--- config.mk ---
export PLATFORM = sky130hd
export DESIGN_NAME = useq_trisc
export DESIGN_NICKNAME = d
export VERILOG_FILES = /design/src/rtl/useq_trisc.sv
export SDC_FILE = /design/constraint.sdc
export NUM_CORES = 2
export LEC_CHECK = 0
export CAP_MARGIN = 10
export CORE_ASPECT_RATIO = 1.75
export CORE_MARGIN = 2
export CORE_UTILIZATION = 30
export CTS_BUF_LIST = sky130_fd_sc_hd__clkbuf_4
export DETAILED_ROUTE_END_ITERATION = 12
export GPL_ROUTABILITY_DRIVEN = 0
export GPL_TIMING_DRIVEN = 0
export SYNTH_ARGS = -nofsm -noshare
export SYNTH_HDL_FRONTEND = slang
export SYNTH_SLANG_ARGS = --single-unit
--- constraint.sdc ---
create_clock -name clk -period 8.1 [get_ports clk]
set_input_delay 0.81 -clock clk [delete_from_list [all_inputs] [get_ports clk]]
set_output_delay 0.81 -clock clk [all_outputs]
set_load 0.02 [all_outputs]
--- src/rtl/useq_trisc.sv ---
// useq_trisc: microprogrammed control sequencer with a writable microstore.
//
// Each cycle in which run=1 and the sequencer is not halted, the word at
// mem[upc] is executed. Its control field is registered onto out_sig, and
// upc advances according to the sequencing op: continue, conditional jump,
// call/return on a small hardware stack, load/decrement loop counter,
// wait-on-condition, or halt.
//
// Microinstruction layout (IW = OW+NCS+4+AW bits, MSB first):
//   ctrl[OW] | csel[NCS] | inv | op[3] | addr[AW]
//
// Ports:
//   clk        rising-edge clock
//   reset_n    synchronous reset, active low (microstore not cleared)
//   run        1 = execute one microinstruction per cycle, 0 = hold all state
//   cond       condition inputs; csel=0 selects constant 1, csel=k selects cond[k-1]
//   prog_we    microstore write enable (honoured regardless of reset/run)
//   prog_addr  microstore write address
//   prog_data  microstore write data
//   out_sig    registered control word
//   upc        current microprogram counter
//   halted     HALT has been executed
//   stack_ovf  sticky: CALL taken with the stack full
//   stack_unf  sticky: RET taken with the stack empty

module useq_trisc #(
  parameter int NCS = 3,
  parameter int CW  = (1 << NCS) - 1,
  parameter int OW  = 28,
  parameter int AW  = 6,
  parameter int SD  = 4,
  localparam int IW = OW + NCS + 4 + AW
) (
  input  logic          clk,
  input  logic          reset_n,
  input  logic          run,
  input  logic [CW-1:0] cond,
  input  logic          prog_we,
  input  logic [AW-1:0] prog_addr,
  input  logic [IW-1:0] prog_data,
  output logic [OW-1:0] out_sig,
  output logic [AW-1:0] upc,
  output logic          halted,
  output logic          stack_ovf,
  output logic          stack_unf
);

  localparam int SPW = $clog2(SD + 1);
  localparam int SIW = (SD > 1) ? $clog2(SD) : 1;

  typedef enum logic [2:0] {
    OP_CONT  = 3'd0,
    OP_JMP   = 3'd1,
    OP_CALL  = 3'd2,
    OP_RET   = 3'd3,
    OP_LDCNT = 3'd4,
    OP_LOOP  = 3'd5,
    OP_WAIT  = 3'd6,
    OP_HALT  = 3'd7
  } op_e;

  logic [IW-1:0]  mem [0:(1 << AW)-1];
  logic [AW-1:0]  stack_q [0:SD-1];

  logic [IW-1:0]  word;
  logic [OW-1:0]  ctrl;
  logic [NCS-1:0] csel;
  logic           inv;
  op_e            op;
  logic [AW-1:0]  addr;
  logic [CW:0]    condv;
  logic           c;

  logic [AW-1:0]  upc_q, upc_d, upc_inc;
  logic [AW-1:0]  cnt_q, cnt_d;
  logic [SPW-1:0] sp_q, sp_d;
  logic [SIW-1:0] push_idx, pop_idx;
  logic           push;
  logic [OW-1:0]  out_q;
  logic           halted_q, halted_d;
  logic           ovf_q, ovf_d;
  logic           unf_q, unf_d;
  logic           step;

  // Asynchronous fetch; a same-cycle write lands at the edge, so the
  // executing instruction is always the old contents.
  assign word = mem[upc_q];
  assign ctrl = word[IW-1 -: OW];
  assign csel = word[AW+3+NCS -: NCS];
  assign inv  = word[AW+3];
  assign op   = op_e'(word[AW+2:AW]);
  assign addr = word[AW-1:0];

  // Slot 0 of the select vector is the constant-true condition.
  assign condv = {cond, 1'b1};
  assign c     = condv[csel] ^ inv;

  assign step     = run & ~halted_q;
  assign upc_inc  = upc_q + AW'(1);
  assign push_idx = sp_q[SIW-1:0];
  assign pop_idx  = push_idx - SIW'(1);

  always_comb begin
    upc_d    = upc_inc;
    cnt_d    = cnt_q;
    sp_d     = sp_q;
    push     = 1'b0;
    halted_d = halted_q;
    ovf_d    = ovf_q;
    unf_d    = unf_q;
    case (op)
      OP_CONT: ;
      OP_JMP: begin
        if (c) upc_d = addr;
      end
      OP_CALL: begin
        if (c) begin
          if (sp_q < SPW'(SD)) begin
            push  = 1'b1;
            sp_d  = sp_q + SPW'(1);
            upc_d = addr;
          end else begin
            ovf_d = 1'b1;
          end
        end
      end
      OP_RET: begin
        if (c) begin
          if (sp_q != '0) begin
            sp_d  = sp_q - SPW'(1);
            upc_d = stack_q[pop_idx];
          end else begin
            unf_d = 1'b1;
          end
        end
      end
      OP_LDCNT: cnt_d = addr;
      OP_LOOP: begin
        if (cnt_q != '0) begin
          cnt_d = cnt_q - AW'(1);
          upc_d = addr;
        end
      end
      OP_WAIT: begin
        if (!c) upc_d = upc_q;
      end
      OP_HALT: begin
        upc_d    = upc_q;
        halted_d = 1'b1;
      end
      default: ;
    endcase
  end

  always_ff @(posedge clk) begin
    if (prog_we) mem[prog_addr] <= prog_data;
  end

  // Stack contents need no reset: emptying is done by clearing sp.
  always_ff @(posedge clk) begin
    if (reset_n && step && push) stack_q[push_idx] <= upc_inc;
  end

  always_ff @(posedge clk) begin
    if (!reset_n) begin
      upc_q    <= '0;
      out_q    <= '0;
      cnt_q    <= '0;
      sp_q     <= '0;
      halted_q <= 1'b0;
      ovf_q    <= 1'b0;
      unf_q    <= 1'b0;
    end else if (step) begin
      upc_q    <= upc_d;
      out_q    <= ctrl;
      cnt_q    <= cnt_d;
      sp_q     <= sp_d;
      halted_q <= halted_d;
      ovf_q    <= ovf_d;
      unf_q    <= unf_d;
    end
  end

  assign out_sig   = out_q;
  assign upc       = upc_q;
  assign halted    = halted_q;
  assign stack_ovf = ovf_q;
  assign stack_unf = unf_q;

endmodule

Word level (Yosys, flattened, before mapping)

Memories as Yosys holds them, arrays and structs flattened. A register that Yosys moved wholly into a read port is not among the register bits.
Index checks and enable logic that the tools add are counted.
W data, S select, Z words.

Memories: 2
Memory bits (writable): 2648
Word-level logic and storage cells: 73
Register bits after elaboration: 46

Add/subtract/negate cells: 5
Reduce and logical (&&, ||, !) cells: 12
Equality and inequality tests: 13
Bitwise operators: 6
Magnitude comparators: 2
Mux-type cells: 26

Memory list:

| name    | words | width | read ports | clocked after memory_dff | write ports | RTL line | RTL |
|---|---|---|---|---|---|---|---|
| mem     | 64    | 41    | 1          | 1                        | 1           | 62       | `logic [IW-1:0] mem [0:(1 << AW)-1];` |
| stack_q | 4     | 6     | 1          | 0                        | 1           | 63       | `logic [AW-1:0] stack_q [0:SD-1];` |

Operators by type and width:

| cell                  | count |
|---|---|
| $mux W6               | 10 |
| $pmux W6 S6           | 1 |
| $eq A3 B3 Y1 const B  | 4 |
| $mux W3               | 4 |
| $ne A2 B2 Y1 const B  | 6 |
| $pmux W6 S2           | 1 |
| $mux W1               | 8 |
| $reduce_and A4 Y1     | 2 |
| $add A6 B1 Y6 const B | 1 |
| $eq A3 B2 Y1 const B  | 2 |
| $pmux W3 S2           | 1 |
| $reduce_and A3 Y1     | 2 |
| $reduce_and A6 Y1     | 1 |
| $reduce_bool A6 Y1    | 1 |
| $sub A6 B1 Y6 const B | 1 |
| $lt A3 B4 Y1 const B  | 1 |
| $not A1 Y1            | 4 |
| $reduce_bool A2 Y1    | 2 |
| $add A3 B1 Y3 const B | 1 |
| $bmux W1 S3           | 1 |
| $eq A3 B1 Y1 const B  | 1 |
| $lt A3 B3 Y1 const B  | 1 |
| $reduce_bool A3 Y1    | 1 |
| $sub A3 B1 Y3 const B | 1 |
| other kinds (5)       | 6 |

Depth between registers and ports, before layout

Depth after elaboration: 8
Mapped depth: 20

Worst setup path after synthesis

Ideal clock, no wire load.

Kind: input -> register
From: in prog_addr[3]
To: mem mem[48][0] (netlist bit) (enable)
Slack: 3.497 ns
Arrival: 4.113 ns
Stages on the path: 4
Buffers on the path: 1
Library setup time: 0.490 ns
Path through: clkbuf_1 -> nor2b_1 -> nand4b_1 -> nor3_1

RTL lines:

| item            | RTL line | RTL |
|---|---|---|
| start, declared | 39       | `input logic [AW-1:0] prog_addr,` |
| end, declared   | 62       |  |

No word-level cell before the write port.

==> flow_summary.ini <==
[run_status]
outcome = finished clean

[setup_path]
path_delay_family = buffers and inverters
cpMostUsedCell = buf_2
path_class = reg -> reg
crit_arrival_ns = 7.78
cp_num_buf_inv = 9
cpPeakStageDelay_ns = 1.00
worstPathRequired_ns = 9.30
cp-end-kind = flop
worst_path_max_delay_cell = clkbuf_1
critical_path.cell_chain = buf_6 -> buf_2 -> buf_2 -> buf_2 -> buf_2 -> buf_1 -> buf_16 -> clkbuf_1 -> clkbuf_1 -> mux4_2 -> mux4_2 -> mux4_2 -> nand2_1 -> a21boi_0
start_kind = flop
crit_path_max_fanout = 11

[route]
drtPass1Iterations = 8
via_count = 53000
drtIter0Drc = 6165
drt_wl_total_mm = 320.6
vias_per_cell = 5.103
avgRoutedWirePerCell_um = 30.87
ant_nets = 0
drc = 0

[synth]
synth_seq_cells = 2700
post-synth-top-area-fraction_pct = 76.69
synth.avg_cell_area_um2 = 23.64
synthFlopType = edfxtp_1
ys_types = 77
synth_area_leaders = edfxtp_1 77%, mux4_2 17%, dfxtp_1 1.0%
synth_edf_count = 2648
synth_nets = 4450
synth_commonest_cells = 2,648 x edfxtp_1, 781 x mux4_2, 123 x clkbuf_1, 113 x nand2_1, 95 x nor2_1
yosysMostFrequentCell = edfxtp_1
syn-instance-count = 4385
yosysWarnings = 0
synth_area_um2 = 103700
yosysSeqAreaShare_pct = 77.70
ys_async_sr_fraction_pct = 0
yosysTopAreaCell = edfxtp_1

[floorplan]
die_h_um = 781.7
start_util_pct = 30.13
dieArea_um2 = 350500
core.rowCount = 285
io_pins = 95
die_x_um = 448.4
coreArea_um2 = 344100

[grt]
grt_max_degree = 65
grt_antenna_before_repair = 42
grt_pass1_wl_mm = 437.1
grt_pass1_vias = 55490
gr-total-overflow = 0
grt_use_total_pct = 18.04

[timing]
finalHoldViolCount = 0
finClkSkew_ns = 0.1277
grt_setup_unrepaired = false
slew_headroom_pct = 5.026
period_needed_ns = 6.584
tightest_slew_ns = 1.425
finalCritPeriodShare_pct = 81.28
slew_violations = 0
fin_ws_ns = 1.516
fmax_mhz = 151.9
setup_viol = 0
fin_hold_ws_ns = 0.1574
fin_setup_tns_ns = 0

[place]
pre_cts_slack_ns = 1.092
place_hpwl_mm = 216.8
port_buffers = 89
place_inst = 9237

[pwr]
p_per_area_nw_per_um2 = 295.4
p_leak_nw = 37.28
p_comb_share_pct = 27.1
pwr-share-seq_pct = 43.4
ir_drop_uv = 155.9
switching_share_pct = 31.36
p_int_mw = 24.77
p_sw_mw = 11.31
p_clk_share_pct = 29.5

[clock_network]
cts_buffer_depth = 4
clock_latency_ns = 1.35
cts_sinks = 2700
post_cts_resize_count = 0
cts_setup_buffers = 0
cts_tree = yes
root_buffer = clkbuf_4
numCtsBuffers = 591
cts.clk_slew.worst_paths_ns = 0.07
postCtsHoldBufs = 30
cts_max_level = 6

[layout]
fillers = 31530
drive_gt1_share_pct = 36.93
fin_cells = 10390
utilization_pct = 35.49
num-nets-final = 5336
syn_to_final_growth_pct = 17.79

[flow_run]
max_cap_violations = 0

[worst_hold_path]
hp-class = in -> reg
## per-layer routing
metal	part of all wire, %	up-vias	GRT usage [%]
met3	7.9	1011	4.224
met5	0.018	-	0
met1	32	27920	18.48
met2	52	2915	31.13
met4	8.8	8	14.76
li1	-	21140	-
## state kept, by name, summed over array words and instances, names as in the netlist, named ones only
register	flops
halted	1
sp_q	3
mem	2624
cnt_q	6
stack_q	24
upc	6
stack_ovf	1
out_sig	28
stack_unf	1
## tightest hold or removal path, stage by stage
cell and delay (ns):
clkdlybuf4s50_1 0.45, a31oi_1 0.15, nor2b_1 0.05
## cells in the final DEF, fill, tap and decap left out, types with 52 or more instances in the layout
| cell | instances |
|---|---|
| dfxtp_1 | 52 |
| nand2_1 | 113 |
| clkbuf_4 | 863 |
| diode_2 | 87 |
| edfxtp_1 | 2648 |
| mux4_2 | 781 |
| clkinv_1 | 110 |
| mux2i_1 | 86 |
| buf_2 | 106 |
| nor2_4 | 62 |
| buf_12 | 147 |
| clkbuf_1 | 115 |
## path summary, 6_finish.rpt
| path | startpoint | end | slack, ns | cells after the start |
|---|---|---|---|---|
| worst max-delay path | flop | out_sig[27] | 1.52 | 14 |
| worst min-delay path | run | halted | 0.16 | 3 |
| worst max register to register | flop | out_sig[27] | 1.52 | 14 |
| worst min register to register | out_sig[10] | out_sig[10] | 0.48 | 2 |
## through the flow
step | area, um2 | power (mW)
CTS | 121900 | 36.22
detailed placement | 114000 | 25.64
global route | 122100 | 37.19
global placement | 110300 | 25.52
floorplan | 103700 | 21.59
finish | 122100 | 36.08
## final cells by class
cell class / instances / area, um2 / area share [%]
sequential: 2700 / 80560 / 65.96
multi-input combinational: 1439 / 22330 / 18.29
clock buffer: 863 / 6479 / 5.305
tap: 4592 / 5746 / 4.705
timing repair buffer: 293 / 4436 / 3.632
buffer: 230 / 1221 / 0.9999
clock inverter: 165 / 1079 / 0.8831
antenna: 87 / 217.7 / 0.1783
inverter: 16 / 60.06 / 0.04918
## power by group through the flow
stage	Combinational, mW	Sequential, mW	Clock (mW)
2_1_floorplan	5.60	16.0	0
3_5_place_dp	9.68	16.0	0
4_1_cts	9.72	15.6	10.9
3_3_place_gp	9.53	16.0	0
5_1_grt	10.0	15.7	11.5
6_report	9.77	15.7	10.7
## logic make-up after synthesis
family / after synthesis / synth area share (%)
AO/OA/AOI/OAI: 220 / 1.519
buffers and inverters: 246 / 1.224
multiplexers: 876 / 17.92
flip-flops: 2700 / 77.70
adder cells (fa/ha/maj): 7 / 0.09171
XOR/XNOR: 7 / 0.06638
AND/OR/NAND/NOR: 329 / 1.482
(Power assumes the default switching activity.)
